<file path="config.mk">
export PLATFORM = sky130hd
export DESIGN_NAME = fetch_ctrl_flat
export DESIGN_NICKNAME = d
export VERILOG_FILES = /design/src/rtl/cpu_pkg.sv /design/src/rtl/fetch_mem_if.sv /design/src/rtl/line_fill_counter.sv /design/src/rtl/fetch_ctrl.sv /design/src/flat_wrapper.sv
export SDC_FILE = /design/constraint.sdc
export NUM_CORES = 1
export LEC_CHECK = 0
export CORE_MARGIN = 5
export CORE_UTILIZATION = 41
export CTS_CLUSTER_DIAMETER = 40
export DETAILED_ROUTE_END_ITERATION = 7
export PLACE_DENSITY = 0.83
export SYNTH_ARGS = -nofsm -noshare
export SYNTH_HDL_FRONTEND = slang
export SYNTH_SLANG_ARGS = --single-unit
</file>
<file path="constraint.sdc">
create_clock -name clk_i -period 5.1 [get_ports clk_i]
set_input_delay 0.51 -clock clk_i [delete_from_list [all_inputs] [get_ports clk_i]]
set_output_delay 0.51 -clock clk_i [all_outputs]
set_load 0.03 [all_outputs]
</file>
<file path="src/rtl/cpu_pkg.sv">
// cpu_pkg: shared fetch-stage constants, state type and helpers.
package cpu_pkg;
  localparam logic [1:0] PC_PLUS4 = 2'd0;
  localparam logic [1:0] PC_IMM = 2'd1;
  localparam logic [1:0] PC_REG = 2'd2;
  typedef enum logic [1:0] {RUN = 2'd0, REQ = 2'd1, FILL = 2'd2} fetch_state_t;
  function automatic logic [31:0] sat_inc(input logic [31:0] v);
    return v + {31'd0, ~&v};
  endfunction
endpackage

</file>
<file path="src/rtl/fetch_mem_if.sv">
// fetch_mem_if: line refill handshake plus cache write port of the fetch stage.
interface fetch_mem_if #(parameter int LINE_WORDS = 4, parameter int ADDR_W = 32);
  localparam int IDX_W = $clog2(LINE_WORDS);
  logic req;
  logic [ADDR_W-1:0] addr;
  logic ack;
  logic valid;
  logic [31:0] rdata;
  logic fill_we;
  logic [IDX_W-1:0] fill_idx;
  logic [31:0] fill_data;
  modport master(output req, addr, fill_we, fill_idx, fill_data, input ack, valid, rdata);
  modport slave(input req, addr, fill_we, fill_idx, fill_data, output ack, valid, rdata);
endinterface

</file>
<file path="src/rtl/line_fill_counter.sv">
// line_fill_counter: refill beat index with clear, increment and last-beat flag.
module line_fill_counter #(parameter int W = 2) (
  input  logic clk,
  input  logic rst,
  input  logic clr,
  input  logic inc,
  output logic [W-1:0] cnt,
  output logic last
);
  always_ff @(posedge clk)
    if (rst || clr) cnt <= '0;
    else if (inc) cnt <= cnt + 1'b1;
  assign last = &cnt;
endmodule

</file>
<file path="src/rtl/fetch_ctrl.sv">
// fetch_ctrl: fetch-stage sequencing from redirects, load-use hazards and icache misses.
module fetch_ctrl import cpu_pkg::*; #(
  parameter int LINE_WORDS = 4,
  parameter int ADDR_W = 32
) (
  input  logic clk_i,
  input  logic rst_i,
  input  logic [ADDR_W-1:0] pc_i,
  input  logic icache_hit_i,
  input  logic redirect_i,
  input  logic [1:0] redirect_src_i,
  input  logic load_use_i,
  output logic PCEn_o,
  output logic [1:0] PCsrc_o,
  output logic IF_ID_En_o,
  output logic flush_o,
  output logic ID_EX_flush_o,
  fetch_mem_if.master mem,
  output logic [31:0] miss_cnt_o
);
  localparam int IDX_W = $clog2(LINE_WORDS);
  localparam int OFF = IDX_W + 2;
  fetch_state_t state;
  logic [ADDR_W-1:0] miss_addr;
  logic [IDX_W-1:0] cnt;
  logic last, miss, hold, go;
  line_fill_counter #(.W(IDX_W)) u_cnt (
    .clk(clk_i),
    .rst(rst_i),
    .clr(state == REQ && mem.ack),
    .inc(state == FILL && mem.valid),
    .cnt(cnt),
    .last(last)
  );
  always_ff @(posedge clk_i)
    if (rst_i) begin
      state <= RUN;
      miss_addr <= '0;
      miss_cnt_o <= '0;
    end else if (miss) begin
      state <= REQ;
      miss_addr <= {pc_i[ADDR_W-1:OFF], {OFF{1'b0}}};
      miss_cnt_o <= sat_inc(miss_cnt_o);
    end else if (state == REQ && mem.ack) state <= FILL;
    else if (state == FILL && mem.valid && last) state <= RUN;
  // A redirect wins everywhere; the refill in flight keeps running underneath it.
  always_comb begin
    miss = state == RUN && !redirect_i && !icache_hit_i;
    hold = miss || state != RUN;
    go = !rst_i && (redirect_i || !(hold || load_use_i));
    PCEn_o = go;
    IF_ID_En_o = go;
    PCsrc_o = (!rst_i && redirect_i) ? redirect_src_i : PC_PLUS4;
    flush_o = rst_i || redirect_i || (hold && !load_use_i);
    ID_EX_flush_o = rst_i || redirect_i || load_use_i;
    mem.req = !rst_i && state == REQ;
    mem.addr = miss_addr;
    mem.fill_we = !rst_i && state == FILL && mem.valid;
    mem.fill_idx = cnt;
    mem.fill_data = mem.rdata;
  end
endmodule
</file>
<file path="src/flat_wrapper.sv">
// flat-port wrapper written by rule: the top's interface ports become plain ports
module fetch_ctrl_flat import cpu_pkg::*;
#(
  parameter int LINE_WORDS = 4,
  parameter int ADDR_W = 32
)
  (clk_i, rst_i, pc_i, icache_hit_i, redirect_i, redirect_src_i, load_use_i, PCEn_o, PCsrc_o, IF_ID_En_o, flush_o, ID_EX_flush_o, miss_cnt_o, mem_req, mem_addr, mem_fill_we, mem_fill_idx, mem_fill_data, mem_ack, mem_valid, mem_rdata);
  fetch_mem_if #(.LINE_WORDS(LINE_WORDS), .ADDR_W(ADDR_W)) mem_i ();
  input  logic clk_i;
  input  logic rst_i;
  input  logic [ADDR_W-1:0] pc_i;
  input  logic icache_hit_i;
  input  logic redirect_i;
  input  logic [1:0] redirect_src_i;
  input  logic load_use_i;
  output logic PCEn_o;
  output logic [1:0] PCsrc_o;
  output logic IF_ID_En_o;
  output logic flush_o;
  output logic ID_EX_flush_o;
  output logic [31:0] miss_cnt_o;
  output wire logic [$bits(mem_i.req)-1:0] mem_req;
  output wire logic [$bits(mem_i.addr)-1:0] mem_addr;
  output wire logic [$bits(mem_i.fill_we)-1:0] mem_fill_we;
  output wire logic [$bits(mem_i.fill_idx)-1:0] mem_fill_idx;
  output wire logic [$bits(mem_i.fill_data)-1:0] mem_fill_data;
  input wire logic [$bits(mem_i.ack)-1:0] mem_ack;
  input wire logic [$bits(mem_i.valid)-1:0] mem_valid;
  input wire logic [$bits(mem_i.rdata)-1:0] mem_rdata;
  assign mem_req = mem_i.req;
  assign mem_addr = mem_i.addr;
  assign mem_fill_we = mem_i.fill_we;
  assign mem_fill_idx = mem_i.fill_idx;
  assign mem_fill_data = mem_i.fill_data;
  assign mem_i.ack = mem_ack;
  assign mem_i.valid = mem_valid;
  assign mem_i.rdata = mem_rdata;
  fetch_ctrl #(.LINE_WORDS(LINE_WORDS), .ADDR_W(ADDR_W)) u_core (.clk_i(clk_i), .rst_i(rst_i), .pc_i(pc_i), .icache_hit_i(icache_hit_i), .redirect_i(redirect_i), .redirect_src_i(redirect_src_i), .load_use_i(load_use_i), .PCEn_o(PCEn_o), .PCsrc_o(PCsrc_o), .IF_ID_En_o(IF_ID_En_o), .flush_o(flush_o), .ID_EX_flush_o(ID_EX_flush_o), .mem(mem_i), .miss_cnt_o(miss_cnt_o));
endmodule
</file>
Word level (Yosys, flattened, before mapping). Index checks and enable logic that the tools add are counted. W data, S select, Z words.

Reduce and logical (&&, ||, !) cells: 31. Shift-type cells: 0. Order comparisons: 0. Bitwise operators: 0. Add/subtract/negate cells: 2. Multiplexer cells: 4. Multipliers: 0. Equality and inequality tests: 2. Div/mod/pow operators: 0.

Operators by type and width (number): $add A32 B1 Y32 (1); $reduce_and A32 Y1 (1); $logic_and A1 B1 Y1 (11); $logic_or A1 B1 Y1 (7); $logic_not A1 Y1 (6); $mux W2 (3); $reduce_bool A2 Y1 (2); $reduce_bool A3 Y1 (1); $add A2 B1 Y2 const B (1); $eq A2 B1 Y1 const B (1); $eq A2 B2 Y1 const B (1); $logic_not A2 Y1 (1); $reduce_and A2 Y1 (1); $reduce_or A2 Y1 (1); $mux W1 (1).

Output and inout bits: 106. Bits in latches: 0. Word-level logic and storage cells: 44. ROM bits: 0. Memory bits (writable): 0. Bits of input ports: 73. Memories kept: 0. Register bits: 64.

Depth between registers and ports, before layout.
Depth after elaboration: 8. Gate-level depth with buffers: 14.

Modules after synthesis. A second synthesis with hierarchy kept.

Cell total of the unflattened synthesis: 383. Area total of the unflattened synthesis: 3115.5 um^2.

By module, submodules not included: fetch_ctrl (cells each 376, times used 1, area an instance 3024.2 um^2); line_fill_counter (cells each 7, times used 1, area an instance 91.3 um^2).

Worst setup path after synthesis. No wires, ideal clock.

Path type: reg-to-reg. Start point: register u_core.miss_cnt_o[11]. End point: register u_core.miss_cnt_o[19]. Setup time: 70 ps. Setup slack: 1777 ps. Data required time: 5030 ps. Cell stages (with the launch flop): 15. Data arrival time: 3253 ps. Path through: dfxtp_1 -> nand3_1 -> or4_1 -> clkbuf_1 -> clkbuf_1 -> clkbuf_1 -> nor4_1 -> nand2_1 -> ha_1 -> nand3_1 -> or4_1 -> clkbuf_1 -> clkbuf_1 -> o21ai_0 -> a21oi_1.

Word-level cells in the longest chain between the ends: 3.

RTL lines: start, declared (line fetch_ctrl.sv:19) `output logic [31:0] miss_cnt_o`; start signal, assigned (line fetch_ctrl.sv:43) `miss_cnt_o <= sat_inc(miss_cnt_o);`; $reduce_and A32 Y1 (line cpu_pkg.sv:8) `return v + {31'd0, ~&v};`; $logic_not A1 Y1 (line cpu_pkg.sv:8); $add A32 B1 Y32 * (line cpu_pkg.sv:8).

Mark *: on every way between the ends. The rest lies on a longest branch, timed or not. A chain may end at the register's enable or synchronous reset.

Final worst setup path.
Start point: register u_core.miss_cnt_o[14]. End point: register u_core.miss_cnt_o[23].

Same word-level chain as after synthesis.

==> flow_summary.json <==
{
  "status": "finished, final reports clean",
  "ys_seq_area_share_pct": 41.81,
  "power.net_switching_mw": 0.2884,
  "clock-sinks": 64,
  "cts_buffer_depth": 2,
  "die-area_um2": 9303,
  "reg2reg_depth": 9,
  "overflow": 0,
  "place_area_um2": 3894,
  "drtIter0Drc": 78,
  "via_per_inst": 5.225,
  "seqPwrFrac_pct": 45.3,
  "worstSkewPairLatency_ns": 0.33,
  "rows": 31,
  "path_max_fanout": 24,
  "cts_hold_buf": 0,
  "min_from": "u_core.mem.addr[15]",
  "skew_ns": 0.009477,
  "final_layout_size_suffix_gt1_share_pct": 5.145,
  "critPathKind": "reg2reg",
  "wire_per_inst_um": 14.28,
  "gp_congestion": 0.7637,
  "drtPass1Iterations": 4,
  "powerDensity_nw_per_um2": 280.6,
  "power_leakage_nw": 1.331,
  "holdWs_ns": 0.4565,
  "synth.avg_cell_area_um2": 8.042,
  "finalSetupTns_ns": 0,
  "finalCritPeriodShare_pct": 64.35,
  "synth_edf_count": 0,
  "worst_r2r_endpoint": "u_core.miss_cnt_o[23]",
  "cts_tree": "yes",
  "final_area_um2": 4115,
  "max_slew.worst_pin.slew_ns": 0.6938,
  "cts-root-buf": "clkbuf_8",
  "grt_pass1_vias": 2723,
  "synthDistinctLibCells": 35,
  "cts_buffers": 9,
  "p_comb_share_pct": 12.6,
  "dp_hpwl_mm": 5.526,
  "die_h_um": 96.45,
  "ys_warn_count": 0,
  "grt_pass1_wl_mm": 12.30,
  "critPathCaptureType": "register",
  "drv_cap": 0,
  "cts_resized": 0,
  "finalSetupViolations": 0,
  "swShare_pct": 24.98,
  "start_util_pct": 42.25,
  "fmax_mhz": 304.7,
  "holdPathEnd": "u_core.mem.addr[15]",
  "async_reset_ff_share_pct": 0,
  "syn2layout_area_growth_pct": 34.30,
  "final-instance-count-excl-fill": 546,
  "min_delay_path_depth": 2,
  "synth_area_um2": 3064,
  "num_antenna_cells": 0,
  "fin_nets": 519,
  "post_cts_buffers": 0,
  "hold_viol": 0,
  "drc": 0,
  "die_x_um": 96.45,
  "internal-power_mw": 0.8662,
  "clkPwrFrac_pct": 42.0,
  "period_minus_slack_ns": 3.282,
  "cp.arrival_ns": 3.47,
  "dp_slack_ns": 1.736,
  "peakVddDrop_v": 0.0002060,
  "final_util_pct": 56.74,
  "reg2reg_from": "u_core.miss_cnt_o[14]",
  "vias": 2853,
  "grt_max_degree": 42,
  "hold_path_class": "reg2reg",
  "fillerInstances": 660,
  "portBuffers": 106,
  "slew_violations": 0,
  "placed_cells": 530,
  "syn_inst": 381,
  "wl_mm": 7.796,
  "slew_headroom_pct": 53.75,
  "ys_ff_latch": 64,
  "critPathRequiredTime_ns": 5.29,
  "ios": 179,
  "regToRegSetupSlack_ns": 1.82,
  "power_mw": 1.155,
  "cp-start-kind": "register",
  "ant_nets": 0,
  "rsz0062_at_grt": "false",
  "setup_ws_ns": 1.818,
  "coreArea_um2": 7253,
  "clk_pin_slew_ns": 0.07,
  "h-tree-depth": 3,
  "antenna_found_initial": 0,
  "grtUsageTotal_pct": 16.83,
  "synth_top_flop_cell": "dfxtp_1"
}
## power by group through the flow
stage | Sequential [mW] | Combinational (mW) | Clock (mW)
3_5_place_dp | 0.535 | 0.146 | 0
5_1_grt | 0.526 | 0.157 | 0.519
6_report | 0.523 | 0.146 | 0.485
3_3_place_gp | 0.534 | 0.145 | 0
2_1_floorplan | 0.559 | 0.103 | 0
4_1_cts | 0.523 | 0.147 | 0.494
## cell usage after synthesis, drive strengths merged (2+ instances only)
master | number | share of area [%]
dfxtp | 64 | 42
buf | 39 | 9.8
a21oi | 53 | 8.7
nand3 | 10 | 1.6
o21ai | 8 | 1.3
inv | 6 | 0.73
xor2 | 3 | 0.86
or3 | 8 | 1.6
clkbuf | 22 | 2.7
ha | 4 | 1.6
o41ai | 2 | 0.57
and4 | 3 | 0.86
nand2 | 75 | 9.2
o31ai | 13 | 3.2
and3b | 2 | 0.57
nor3 | 5 | 0.82
xnor2 | 5 | 1.4
nor4 | 5 | 1.0
nand4 | 10 | 2.0
nor2 | 14 | 1.7
or4 | 18 | 4.7
## cells in the final DEF (no fill, tap or decap), types with 3 or more instances in the layout
cell	n
clkdlybuf4s50_1	105
nand2_1	75
dfxtp_1	64
a21oi_1	53
or4_1	16
nor2_1	14
o31ai_1	13
nand4_1	10
nand3_1	10
clkbuf_8	10
or3_1	8
o21ai_0	8
inv_1	6
nor3_1	5
xnor2_1	5
nor4_1	4
ha_1	4
conb_1	4
xor2_1	3
and4_1	3
## cells by family after synthesis
| family | count (synthesis) | synth area share, % |
|---|---|---|
| simple gates | 156 | 25.81 |
| compound gates | 79 | 14.41 |
| buf+inv | 67 | 13.23 |
| flops | 64 | 41.81 |
| xor+xnor | 8 | 2.287 |
| fa+ha+maj | 4 | 1.633 |
| mux | 2 | 0.6941 |
| other cells | 1 | 0.1224 |
## worst max-delay path, cell delays in order (launching register included)
cell and delay, ns:
dfxtp_1 0.44, nand4_1 0.18, or4_1 0.88, nor4_1 0.37, nand2_1 0.13, ha_1 0.21
nand3_1 0.19, or4_1 0.48, or4_1 0.19, a21oi_1 0.07
## registers in the layout, summed over array words and instances, names as in the netlist
name	cells
u_core.mem.addr	28
u_core.miss_cnt_o	32
u_core.state	2
u_core.u_cnt.cnt	2
## how the worst max path moves through the flow
stage,slack [ns],end,start,cells after the start
global placement,1.80,u_core.miss_cnt_o[29],redirect_i,5
detailed placement,1.74,u_core.miss_cnt_o[17],redirect_i,5
finish,1.82,u_core.miss_cnt_o[23],u_core.miss_cnt_o[14],9
floorplan,1.78,u_core.miss_cnt_o[19],u_core.miss_cnt_o[11],14
CTS,1.83,u_core.miss_cnt_o[29],u_core.miss_cnt_o[14],9
global route,1.53,u_core.miss_cnt_o[19],u_core.miss_cnt_o[14],9
## final cells by class
class / count / area [um2] / area share [%]
clock buffers: 11 / 141.4 / 3.436
multi-input cells: 253 / 1395 / 33.90
clock inverters: 5 / 80.08 / 1.946
well taps: 99 / 123.9 / 3.010
flip-flops and latches: 64 / 1281 / 31.13
repair buffers: 108 / 1071 / 26.03
inverters: 6 / 22.52 / 0.5473
## per-layer routing
layer  track usage (%)  wire [um]  share of wire [%]  up-vias
met4             6.776        103                1.3        0
met2             27.01       3598                 46      116
met1             18.50       3089                 40     1296
met5                 0          0                  0        -
met3             9.295       1003                 13       15
li1                  -          -                  -     1426
No activity file was read; power rests on OpenSTA's default activity.
